### src/rtl/and_gate_design.sv
// Bitwise AND gate with a registered output copy, sticky per-bit truth-table
// coverage and a saturating counter of all-ones output cycles.
module and_gate_design #(
    parameter int WIDTH = 1,
    parameter int CNT_W = 8
) (
    input  logic                 clk,
    input  logic                 rst_n,
    input  logic [WIDTH-1:0]     A,
    input  logic [WIDTH-1:0]     B,
    output logic [WIDTH-1:0]     Y,
    output logic [WIDTH-1:0]     Y_q,
    output logic [4*WIDTH-1:0]   COV,
    output logic                 ALL_COV,
    output logic [CNT_W-1:0]     HIT_CNT
);

    logic [WIDTH-1:0]   r_y_p1;
    logic [4*WIDTH-1:0] r_cov_p1;
    logic [CNT_W-1:0]   r_hit_cnt_p1;
    logic [4*WIDTH-1:0] w_cov_set;
    logic               w_all_ones;

    // Holds at the top code instead of wrapping back to zero.
    function automatic logic [CNT_W-1:0] sat_inc(input logic [CNT_W-1:0] v);
        if (&v)
            return v;
        return v + CNT_W'(1);
    endfunction

    assign Y          = A & B;
    assign w_all_ones = &Y;

    // One-hot per bit: selects the truth-table row {A[i],B[i]} seen this cycle.
    always_comb begin
        w_cov_set = '0;
        for (int i = 0; i < WIDTH; i++) begin
            w_cov_set[4*i + int'({A[i], B[i]})] = 1'b1;
        end
    end

    // Stage p1: registered copies sampled on the rising edge
    always_ff @(posedge clk) begin
        if (!rst_n) begin
            r_y_p1       <= '0;
            r_cov_p1     <= '0;
            r_hit_cnt_p1 <= '0;
        end else begin
            r_y_p1   <= Y;
            r_cov_p1 <= r_cov_p1 | w_cov_set;
            if (w_all_ones)
                r_hit_cnt_p1 <= sat_inc(r_hit_cnt_p1);
        end
    end

    assign Y_q     = r_y_p1;
    assign COV     = r_cov_p1;
    assign ALL_COV = &r_cov_p1;
    assign HIT_CNT = r_hit_cnt_p1;

endmodule

### config.mk
export PLATFORM = sky130hd
export DESIGN_NAME = and_gate_design
export DESIGN_NICKNAME = d
export VERILOG_FILES = /design/src/rtl/and_gate_design.sv
export SDC_FILE = /design/constraint.sdc
export NUM_CORES = 1
export LEC_CHECK = 0
export BUFFER_PORTS_ARGS = -buffer_cell sky130_fd_sc_hd__buf_2
export CAP_MARGIN = 10
export CORE_UTILIZATION = 40
export DETAILED_ROUTE_END_ITERATION = 10
export HOLD_SLACK_MARGIN = 0.02
export PLACE_DENSITY = 0.76
export SYNTH_ARGS = -nofsm -noshare
export SYNTH_HDL_FRONTEND = slang
export SYNTH_SLANG_ARGS = --single-unit
### constraint.sdc
create_clock -name clk -period 2.8 [get_ports clk]
set_input_delay 0.28 -clock clk [delete_from_list [all_inputs] [get_ports clk]]
set_output_delay 0.28 -clock clk [all_outputs]
set_load 0.01 [all_outputs]
== After elaboration in Yosys (flattened, before gate mapping) ==
Cells that the tools add are included.
Operators by class
  multipliers: 0
  order comparisons: 2
  reductions and logical operators: 4
  shift operators: 0
  equality and inequality tests: 1
  multiplexer cells: 6
  div/mod/pow operators: 0
  bitwise operators: 2
  add/subtract/negate cells: 1
Operators by type and width (number)
  adder 8 x 1 -> 8 bit, second input constant: 1
  two-way mux 8 bit: 1
  AND reduction 8 bit: 1
  two-way mux 1 bit: 4
  bitwise OR 4 bit: 1
  AND reduction 4 bit: 1
  < comparator 2 x 3 -> 1 bit, second input constant: 1
  demux 1 bit (select 2 bit): 1
  >= comparator 2 x 1 -> 1 bit, second input constant: 1
  != test 2 bit, second input constant: 1
  AND reduction 2 bit: 1
  AND 1 bit: 1
  logical AND 1 bit: 1
Storage, ports and cells
  memory bits (writable): 0
  logic and storage cells: 19
  memories kept: 0
  ROM bits: 0
  input bits: 4
  register bits: 13
  output and inout port bits: 15
  bits in latches: 0

== Depth between registers and ports, before layout ==
Gate-level depths: netlist (run 1).
  word-level depth: 6
  gate-level depth with buffers: 5
  mapped depth without buffers: 4

== Worst setup path after synthesis (run 1) ==
OpenSTA, ideal clock, no wires.
  path type: reg2reg
  start: register r_hit_cnt_p1[0] (netlist: HIT_CNT[0])
  end: register r_hit_cnt_p1[3] (netlist: HIT_CNT[3])
  cell stages (with the launch flop): 6
  setup slack: 1377 ps
  clock period less this slack: 1423 ps
  data required time: 2728 ps
  arrival time: 1352 ps
  path through: dfxtp_1 ha_1 and4_1 buf_4 a211oi_1 mux2i_1
Between the ends
  cells in the longest elaborated chain, start to end: 6
  elaborated cells between the ends (all ways): 8
  those cells by class: add/sub (1); eq/ne (1); mux (4); reduce/logical (2)
Ends and longest elaborated chain
  start, declared: RTL line 20  | logic [CNT_W-1:0] r_hit_cnt_p1;
  start signal, assigned: RTL line 52  | r_hit_cnt_p1 <= sat_inc(r_hit_cnt_p1);
  AND reduction 8 bit: RTL line 26  | if (&v)
  two-way mux 1 bit: RTL line 26
  two-way mux 1 bit: RTL line 51  | if (w_all_ones)
  two-way mux 1 bit: RTL line 44  | if (!rst_n) begin
  != test 2 bit (no source line)
  AND reduction 2 bit (no source line)
Several ways; a longest one is shown, not always the timed one. The select of a mux whose other input is x is not followed.
A chain may end at the register's enable or synchronous reset.

== Worst setup path in the final report (run 1) ==
Ends and elaborated chain as after synthesis.

==> out/results.ini, run 1 <==
[critical_path]
worstPathMaxFanout = 6
required_ns = 3.02
arrival_ns = 1.72
r2r_setup_slack_ns = 1.30
critPathKind = flip-flop to flip-flop
crit_buf_inv = 0
reg2reg_depth = 4
r2r-end = HIT_CNT[3]
crit_slowest_cell = dfxtp_1
startpoint = HIT_CNT[0]
start_kind = flip-flop
max_stage_delay_ns = 0.36
r2r-start = HIT_CNT[0]
cp_cell_sequence = ha_1, and4_1, a211oi_1, mux2i_1
cp_top_family = flip-flops
cp.depth = 4
cp-end-kind = flip-flop

[yosys]
synth_seq_area_share_pct = 43.5
yosys.area.top_type = dfxtp_1
ys_types = 25
async_flop_share_pct = 0
synthTopCellsByArea = dfxtp_1 (44%), mux2i_1 (6.7%), inv_1 (4.4%)
synth_edf_count = 0
syn_area_um2 = 598
synth_top_area_share_pct = 43.5
ys_seq_elements = 13
syn-num-nets = 73
syn_inst = 68
yosysWarnings = 0
ys.flop_type = dfxtp_1
avgSynthCellArea_um2 = 8.80

[pwr]
sw_frac_of_total_pct = 25.9
clkPwrFrac_pct = 34.9
max-vdd-ir-drop_mv = 0.268
p_sw_w = 0.0000904
leakagePower_nw = 0.344
p_comb_share_pct = 9.0
p_seq_share_pct = 56.2
internal_power_w = 0.000259
power_density_nw_per_um2 = 484
power_w = 0.000349

[timing]
finalHoldViolCount = 0
fin_skew_ns = 0.00575
worst_slew_pin_slew_ns = 0.306
clock.fmax_mhz = 665
hold-worst-slack_ns = 0.303
rsz0062_at_grt = no
finalSetupViolCount = 0
period_share_pct = 53.7
setup_slack_ns = 1.30
fin_crit_ns = 1.50
slew_viol_final = 0
relSlewSlack_pct = 79.5
fin_setup_tns_ns = 0

[placed_design]
routabilityCongestion = 0.749
preCtsSetupSlack_ns = 1.34
dp_cells = 99
io_buffers = 18
dp_hpwl_um = 887

[cts]
cts_sinks = 13
clk_pin_slew_ns = 0.09
cts_max_path_buffers = 2
h-tree-depth = 1
cts_buffers = 3
root_buffer = clkbuf_4
cts_resized = 0
clk_latency_ns = 0.28
postCtsSetupBuffers = 0
cts_tree = yes
holdBufCountCts = 0

[floorplanning]
die_h_um = 40.7
die_area_um2 = 1650
io_pins = 19
coreArea_um2 = 1350
die_w_um = 40.7
initial_core_util_pct = 44.3
row_count = 13

[cells_and_area]
nNetsFinal = 94
diodes = 0
fillers = 148
layout_common_cells = buf_2 (18), dfxtp_1 (13), inv_1 (7)
final_cells = 103
syn_to_final_growth_pct = 20.7
drive_gt1_share_pct = 27.3
final_common_cell = buf_2

[global_route]
grt_pass1_vias = 458
grt_start_max_net_pins = 11
grt_antenna_before_repair = 0
grt_pass1_wl_um = 1920
track_usage_pct = 18.2
gr-total-overflow = 0

[detailed_routing]
dr.pass1.iters = 2
routed_wl_um = 1230
drt_iter0_drc = 9
ant_nets = 0
via_per_inst = 5.36
wl_per_cell_um = 11.9
vias = 552
drc = 0

[status]
status = finished clean

[min_path]
hold_path_class = primary input to flip-flop
min_path_cells = 2
min_to = COV[3]
min_from = rst_n

[flow_run]
drv_cap = 0

-- cells by family (layout without fill, tap and decap cells) --
family / count (synthesis) / after routing / synth area share (%)
compound gates: 14 / 14 / 16.3
flops: 13 / 13 / 43.5
simple gates: 27 / 27 / 25.1
mux: 4 / 4 / 6.69
fa+ha+maj: 1 / 1 / 2.09
buf+inv: 9 / 29 / 6.28
-- metal layers --
layer	vias to the layer above	share of wire (%)	GRT usage [%]	wire length, um
met1	249	47	24.1	579
met4	0	2.9	14.2	35
met3	5	4.5	3.26	55
li1	285	-	-	-
met2	13	45	25.8	557
met5	-	0	0	0
-- through the flow --
| step | utilization [%] | cell area, um^2 |
|---|---|---|
| floorplan | - | 598 |
| global placement | 51.5 | 696 |
| detailed placement | 51.5 | 696 |
| CTS | 53.5 | 722 |
| global route | 53.5 | 722 |
| finish | 53.5 | 722 |
-- layout make-up --
type                    instances  area [um^2]  share of cell area [%]
multi-input cells              46          300                    41.6
flip-flops and latches         13          260                    36.0
repair buffers                 18         90.1                    12.5
clock buffers                   4         26.3                    3.64
inverters                       7         26.3                    3.64
well taps                      15         18.8                    2.60
-- power groups by stage --
stage | logic (W) | registers, W | clock network (W)
after floorplan | 0.0000153 | 0.000203 | 0
after detailed placement | 0.0000316 | 0.000201 | 0
final | 0.0000313 | 0.000196 | 0.000122
after global routing | 0.0000356 | 0.000197 | 0.000131
after global placement | 0.0000314 | 0.000200 | 0
after CTS | 0.0000316 | 0.000196 | 0.000125
-- how the worst max path moves through the flow --
stage          slack (ns)          to
5_1_grt              1.19  HIT_CNT[3]
3_3_place_gp         1.44  HIT_CNT[3]
3_5_place_dp         1.34  HIT_CNT[3]
4_1_cts              1.30  HIT_CNT[3]
2_1_floorplan        1.38  HIT_CNT[3]
6_report             1.30  HIT_CNT[3]
-- state kept, by name, indices dropped and copies added, names as in the netlist --
| signal | flops |
|---|---|
| Y_q | 1 |
| COV | 4 |
| HIT_CNT | 8 |
-- synthesized netlist by cell type (2+ instances only) --
library cell / count
dfxtp_1: 13
inv_1: 7
nor2_1: 6
a21oi_1: 5
nand2_1: 5
mux2i_1: 4
a311oi_1: 3
nand2b_1: 3
nand3_1: 3
and3_1: 2
and4_1: 2
o31a_1: 2
Power figures use the tool's default switching activity.
==> run 2, diff against run 1 <==
--- a/config.mk
+++ b/config.mk
@@ -10,7 +10,7 @@
 export CORE_UTILIZATION = 40
 export DETAILED_ROUTE_END_ITERATION = 10
 export HOLD_SLACK_MARGIN = 0.02
-export PLACE_DENSITY = 0.76
+export PLACE_DENSITY = 0.79
 export SYNTH_ARGS = -nofsm -noshare
 export SYNTH_HDL_FRONTEND = slang
 export SYNTH_SLANG_ARGS = --single-unit
==> constraint.sdc (replaced) <==
create_clock -name clk -period 1.3 [get_ports clk]
set_input_delay 0.13 -clock clk [delete_from_list [all_inputs] [get_ports clk]]
set_output_delay 0.13 -clock clk [all_outputs]
set_load 0.01 [all_outputs]
==> run 2 against run 1 <==
Effect of this change: fmax increased by 23%; cell count grew 4.9%; critical path depth stayed put; combinational power grew to 2.5 times the previous value; via count unchanged; highest routed layer unchanged; first-iteration DRC count down 33%; critical endpoint is now HIT_CNT[5]; sequential share of layout area decreased by 2.5 points; clock power grew 110%; non-clock buffer count up 5; design area grew 8.5%; flip-flop and latch count did not move; worst hold slack got worse by 0.14 ns.
==> out/results.ini, run 2 (same netlist as run 1, synthesis figures left out) <==
[status]
status = finished clean  ; unchanged

[floorplanning]
die_area_um2 = 1650  ; unchanged
die_w_um = 40.7  ; unchanged
io_pins = 19  ; unchanged
initial_core_util_pct = 44.3  ; unchanged
die_h_um = 40.7  ; unchanged
row_count = 13  ; unchanged
coreArea_um2 = 1350  ; unchanged

[timing]
hold-worst-slack_ns = 0.159  ; was 0.303 ns
period_share_pct = 94.0  ; was 53.7%
slew_viol_final = 0  ; unchanged
rsz0062_at_grt = no  ; unchanged
finalHoldViolCount = 0  ; unchanged
clock.fmax_mhz = 819  ; was 665 MHz
setup_slack_ns = 0.0786  ; was 1.30 ns
fin_skew_ns = 0.00247  ; was 0.00575 ns
worst_slew_pin_slew_ns = 0.258  ; was 0.306 ns
relSlewSlack_pct = 82.8  ; was 79.5%
finalSetupViolCount = 0  ; unchanged
fin_setup_tns_ns = 0  ; unchanged
fin_crit_ns = 1.22  ; was 1.50 ns

[pwr]
power_density_nw_per_um2 = 969  ; was 484 nW/um^2
max-vdd-ir-drop_mv = 0.471  ; was 0.268 mV
leakagePower_nw = 0.371  ; was 0.344 nW

[critical_path]
cp-end-kind = flip-flop  ; unchanged
worstPathMaxFanout = 6  ; unchanged
r2r-start = HIT_CNT[0]  ; unchanged
reg2reg_depth = 4  ; unchanged
endpoint = HIT_CNT[5]  ; was HIT_CNT[3]
r2r_setup_slack_ns = 0.08  ; was 1.30 ns
startpoint = HIT_CNT[0]  ; unchanged
r2r-end = HIT_CNT[5]  ; was HIT_CNT[3]
start_kind = flip-flop  ; unchanged
critPathKind = flip-flop to flip-flop  ; unchanged
arrival_ns = 1.42  ; was 1.72 ns
required_ns = 1.50  ; was 3.02 ns

[cells_and_area]
layout_common_cells = buf_2 (18), dfxtp_1 (11), inv_1 (7)  ; was buf_2 (18), dfxtp_1 (13), inv_1 (7)
drive_gt1_share_pct = 37.6  ; was 27.3%
final_cells = 108  ; was 103
largest_register_ffs = 8  ; unchanged
syn_to_final_growth_pct = 31.0  ; was 20.7%
nNetsFinal = 99  ; was 94
final_common_cell = buf_2  ; unchanged
utilization_pct = 58.0  ; was 53.5%
diodes = 0  ; unchanged

[global_route]
grt_pass1_vias = 433  ; was 458
grt_start_max_net_pins = 11  ; unchanged
gr-total-overflow = 0  ; unchanged
grt_antenna_before_repair = 0  ; unchanged
grt_pass1_wl_um = 1880  ; was 1920 um
track_usage_pct = 17.7  ; was 18.2%

[detailed_routing]
dr.pass1.iters = 4  ; was 2
drc = 0  ; unchanged
ant_nets = 0  ; unchanged
routed_wl_um = 1240  ; was 1230 um
vias = 552  ; unchanged
drt_iter0_drc = 6  ; was 9
wl_per_cell_um = 11.4  ; was 11.9 um
via_per_inst = 5.11  ; was 5.36

[cts]
cts_max_path_buffers = 2  ; unchanged
clk_pin_slew_ns = 0.08  ; was 0.09 ns
root_buffer = clkbuf_4  ; unchanged
postCtsSetupBuffers = 0  ; unchanged
clk_latency_ns = 0.28  ; about the same
cts_sinks = 13  ; unchanged
h-tree-depth = 1  ; unchanged
cts_buffers = 3  ; unchanged
cts_tree = yes  ; unchanged

[min_path]
min_from = rst_n  ; unchanged
min_path_cells = 2  ; unchanged
hold_path_class = primary input to flip-flop  ; unchanged

[placed_design]
routabilityCongestion = 0.764  ; was 0.749
io_buffers = 18  ; unchanged
dp_cells = 104  ; was 99
dp_hpwl_um = 916  ; was 887 um
preCtsSetupSlack_ns = 0.0136  ; was 1.34 ns

[flow_run]
drv_cap = 0  ; unchanged

run 2: cell types whose count changed in the layout (fill, tap and decap cells not counted):
cell	change
a211oi_2	+1
a211oi_1	-1
dfxtp_1	-2
a21oi_1	-1
buf_4	+5
a21oi_4	+1
ha_2	+1
and4_1	-1
and4_4	+1
dfxtp_2	+2
ha_1	-1
run 2: worst min path at each step:
stage	to
floorplan	COV[2]
global placement	COV[2]
detailed placement	COV[2]
CTS	COV[2]
global route	COV[3]
finish	COV[3]
run 2: worst max-delay path, cell delays in order (launching register included):
cell and delay, ns:
dfxtp_2 0.33, ha_2 0.17, and4_4 0.29, a21oi_4 0.08
a311oi_1 0.25
run 2: final cells by class:
cell class | instances | area [um^2]
Tap cell | 15 | 18.8
Fill cell | 129 | 567
Timing Repair Buffer | 23 | 128
Sequential cell | 13 | 263
Clock buffer | 4 | 26.3
Multi-Input combinational cell | 46 | 322
Inverter | 7 | 26.3
run 2: per-layer routing:
layer	global-route usage, %	vias to the layer above	routed length, um
li1	-	291	-
met1	24.4	235	641
met2	24.6	21	497
met3	3.26	5	54
met4	12.5	0	42
met5	0	-	0
run 2: per-stage QoR:
step,area (um^2),total power [W]
after global placement,751,0.000506
after global routing,783,0.000792
after floorplan,616,0.000473
after CTS,778,0.000763
after detailed placement,751,0.000509
final,783,0.000759
run 2: repair_timing:
| item | in CTS | in global routing |
|---|---|---|
| pin swaps | 0 | 0 |
| hold buffers | 0 | 0 |
| endpoints found under the setup margin | 1 | 6 |
| gates resized for setup | 1 | 2 |
run 2: power breakdown:
group | total (W) | switching [W] | internal (W)
registers | 0.000420 | 0.00000758 | 0.000412
logic | 0.0000797 | 0.0000467 | 0.0000330
clock network | 0.000260 | 0.000141 | 0.000119
total | 0.000759 | 0.000195 | 0.000565
==> run 3, diff against run 2 <==
--- a/config.mk
+++ b/config.mk
@@ -11,6 +11,7 @@
 export DETAILED_ROUTE_END_ITERATION = 10
 export HOLD_SLACK_MARGIN = 0.02
 export PLACE_DENSITY = 0.79
+export SETUP_SLACK_MARGIN = 0.5
 export SYNTH_ARGS = -nofsm -noshare
 export SYNTH_HDL_FRONTEND = slang
 export SYNTH_SLANG_ARGS = --single-unit
==> constraint.sdc (replaced) <==
create_clock -name clk -period 1 [get_ports clk]
set_input_delay 0.1 -clock clk [delete_from_list [all_inputs] [get_ports clk]]
set_output_delay 0.1 -clock clk [all_outputs]
set_load 0.01 [all_outputs]
==> run 3 against run 2 <==
Effect of this change: the flow now finishes with violations (negative setup slack); routed wire length grew 98%; critical path depth is the same; sequential power grew 31%; flip-flop and latch count is the same; register-to-register slack lost 0.30 ns; clock skew grew 0.0087 ns; combinational power grew to 3.1 times the previous value; via count grew 35%; largest cell class is now non-clock buffers.
==> out/results.ini, run 3 (same netlist as run 1, synthesis figures left out) <==
[status]
status = complete, but fails checks  ; was finished clean
violations = negative setup slack

[global_route]
grt_pass1_vias = 637  ; was 433
gr-total-overflow = 0  ; unchanged
grt_start_max_net_pins = 11  ; unchanged
track_usage_pct = 28.5  ; was 17.7%
grt_antenna_before_repair = 0  ; unchanged
grt_pass1_wl_um = 2960  ; was 1880 um

[critical_path]
cp_top_family = flip-flops  ; unchanged
crit_slowest_cell = dfxtp_2  ; unchanged
max_stage_delay_ns = 0.36  ; was 0.33 ns
start_kind = flip-flop  ; unchanged
worstPathMaxFanout = 6  ; unchanged
critPathKind = flip-flop to flip-flop  ; unchanged
required_ns = 1.18  ; was 1.50 ns
cp-end-kind = flip-flop  ; unchanged
arrival_ns = 1.40  ; was 1.42 ns
crit_buf_inv = 0  ; unchanged
cp.depth = 4  ; unchanged
cp_cell_sequence = ha_4, and4_4, a21oi_2, a311oi_2  ; was ha_2, and4_4, a21oi_4, a311oi_1
reg2reg_depth = 4  ; unchanged

[cells_and_area]
diodes = 0  ; unchanged
fillers = 66  ; was 129
final_common_cell = buf_6  ; was buf_2
final_cells = 128  ; was 108
syn_to_final_growth_pct = 99.6  ; was 31.0%
largest_register_ffs = 8  ; unchanged
nNetsFinal = 119  ; was 99
design_area_um2 = 1190  ; was 783 um^2
drive_gt1_share_pct = 69.9  ; was 37.6%
layout_common_cells = buf_6 (26), buf_4 (12), dfxtp_2 (10)  ; was buf_2 (18), dfxtp_1 (11), inv_1 (7)

[placed_design]
dp_hpwl_um = 1030  ; was 916 um
routabilityCongestion = 0.773  ; was 0.764
io_buffers = 18  ; unchanged
dp_cells = 109  ; was 104
placed_area_um2 = 828  ; was 751 um^2

[min_path]
hold_path_class = primary input to flip-flop  ; unchanged
min_path_cells = 2  ; unchanged

[detailed_routing]
via_per_inst = 5.81  ; was 5.11
drc = 0  ; unchanged
drt_iter0_drc = 37  ; was 6
vias = 744  ; was 552
ant_nets = 0  ; unchanged
wl_per_cell_um = 19.1  ; was 11.4 um
routed_wl_um = 2440  ; was 1240 um
dr.pass1.iters = 4  ; unchanged

[timing]
fin_skew_ns = 0.0111  ; was 0.00247 ns
relSlewSlack_pct = 80.1  ; was 82.8%
clock.fmax_mhz = 818  ; was 819 MHz
setup_slack_ns = -0.223  ; was 0.0786 ns
fin_setup_tns_ns = -1.43  ; was 0 ns
slew_viol_final = 0  ; unchanged
finalHoldViolCount = 0  ; unchanged
worst_slew_pin_slew_ns = 0.298  ; was 0.258 ns
rsz0062_at_grt = yes  ; was no
fin_crit_ns = 1.22  ; about the same
period_share_pct = 122  ; was 94.0%
finalSetupViolCount = 10  ; was 0

[pwr]
internal_power_w = 0.000823  ; was 0.000565 W
power_density_nw_per_um2 = 955  ; was 969 nW/um^2
p_sw_w = 0.000317  ; was 0.000195 W
max-vdd-ir-drop_mv = 1.13  ; was 0.471 mV
p_comb_share_pct = 21.5  ; was 10.5%
power_w = 0.00114  ; was 0.000759 W
leakagePower_nw = 0.516  ; was 0.371 nW
sw_frac_of_total_pct = 27.8  ; was 25.7%
p_seq_share_pct = 48.4  ; was 55.3%
clkPwrFrac_pct = 30.1  ; was 34.2%

[cts]
root_buffer = clkbuf_4  ; unchanged
clk_latency_ns = 0.28  ; about the same
cts_tree = yes  ; unchanged
h-tree-depth = 1  ; unchanged
clk_pin_slew_ns = 0.09  ; was 0.08 ns
cts_sinks = 13  ; unchanged
cts_buffers = 3  ; unchanged
cts_max_path_buffers = 2  ; unchanged

[floorplanning]
die_area_um2 = 1650  ; unchanged
die_h_um = 40.7  ; unchanged
coreArea_um2 = 1350  ; unchanged
die_w_um = 40.7  ; unchanged
initial_core_util_pct = 44.3  ; unchanged
row_count = 13  ; unchanged
io_pins = 19  ; unchanged

[flow_run]
drv_cap = 0  ; unchanged

[run 3: cell types whose count changed in the layout (fill, tap and decap cells not counted), sizes merged]
cell  delta
buf     +20
[run 3: stage by stage]
stage	setup WS [ns]	hold slack [ns]	utilization, %
3_5_place_dp	-0.307	0.440	61.4
5_1_grt	-0.268	0.164	88.4
4_1_cts	-0.181	0.0747	80.2
3_3_place_gp	-0.268	0.433	61.4
2_1_floorplan	-0.304	0.226	-
6_report	-0.223	0.154	88.4
[run 3: metal layers]
metal / part of all wire [%] / vias to the layer above / global-route usage, %
li1: - / 333 / -
met1: 37 / 348 / 31.0
met2: 51 / 48 / 49.6
met3: 6.0 / 15 / 6.52
met4: 6.0 / 0 / 17.5
met5: 0 / - / 0
[run 3: final cells by class]
cell class                 instances  area, um^2  share of cell area (%)
clock buffer                       4        26.3                    2.20
inverter                           7        31.3                    2.62
multi-input combinational         46         404                    33.9
sequential                        13         280                    23.5
tap                               15        18.8                    1.57
timing repair buffer              43         433                    36.3
[run 3: what timing repair did]
| item | 4_1_cts | 5_1_grt |
|---|---|---|
| setup buffers | 11 | 4 |
| endpoints found under the hold margin | 0 | 0 |
| setup endpoints to repair | 27 | 27 |
| hold buffers | 0 | 0 |
| gates cloned | 0 | 0 |
| resized for setup | 37 | 16 |
| pin swaps | 12 | 6 |
[run 3: power by group through the flow]
stage / Clock [W] / Combinational (W) / Sequential, W
after floorplan: 0 / 0.0000549 / 0.000575
after global placement: 0 / 0.000115 / 0.000563
after detailed placement: 0 / 0.000118 / 0.000564
after CTS: 0.000340 / 0.000201 / 0.000548
after global routing: 0.000361 / 0.000259 / 0.000552
final: 0.000343 / 0.000246 / 0.000551
[run 3: worst register-to-register path, cell delays in order, from the launching register on]
cell	delay [ns]
dfxtp_2	0.36
ha_4	0.14
and4_4	0.29
a21oi_2	0.09
a311oi_2	0.24
[run 3: worst paths after layout]
path              startpoint    endpoint  slack (ns)
setup / recovery  HIT_CNT[1]  HIT_CNT[6]       -0.22
hold / removal         rst_n      COV[3]        0.15
setup reg to reg  HIT_CNT[1]  HIT_CNT[6]       -0.22
hold reg to reg   HIT_CNT[2]  HIT_CNT[2]        0.53
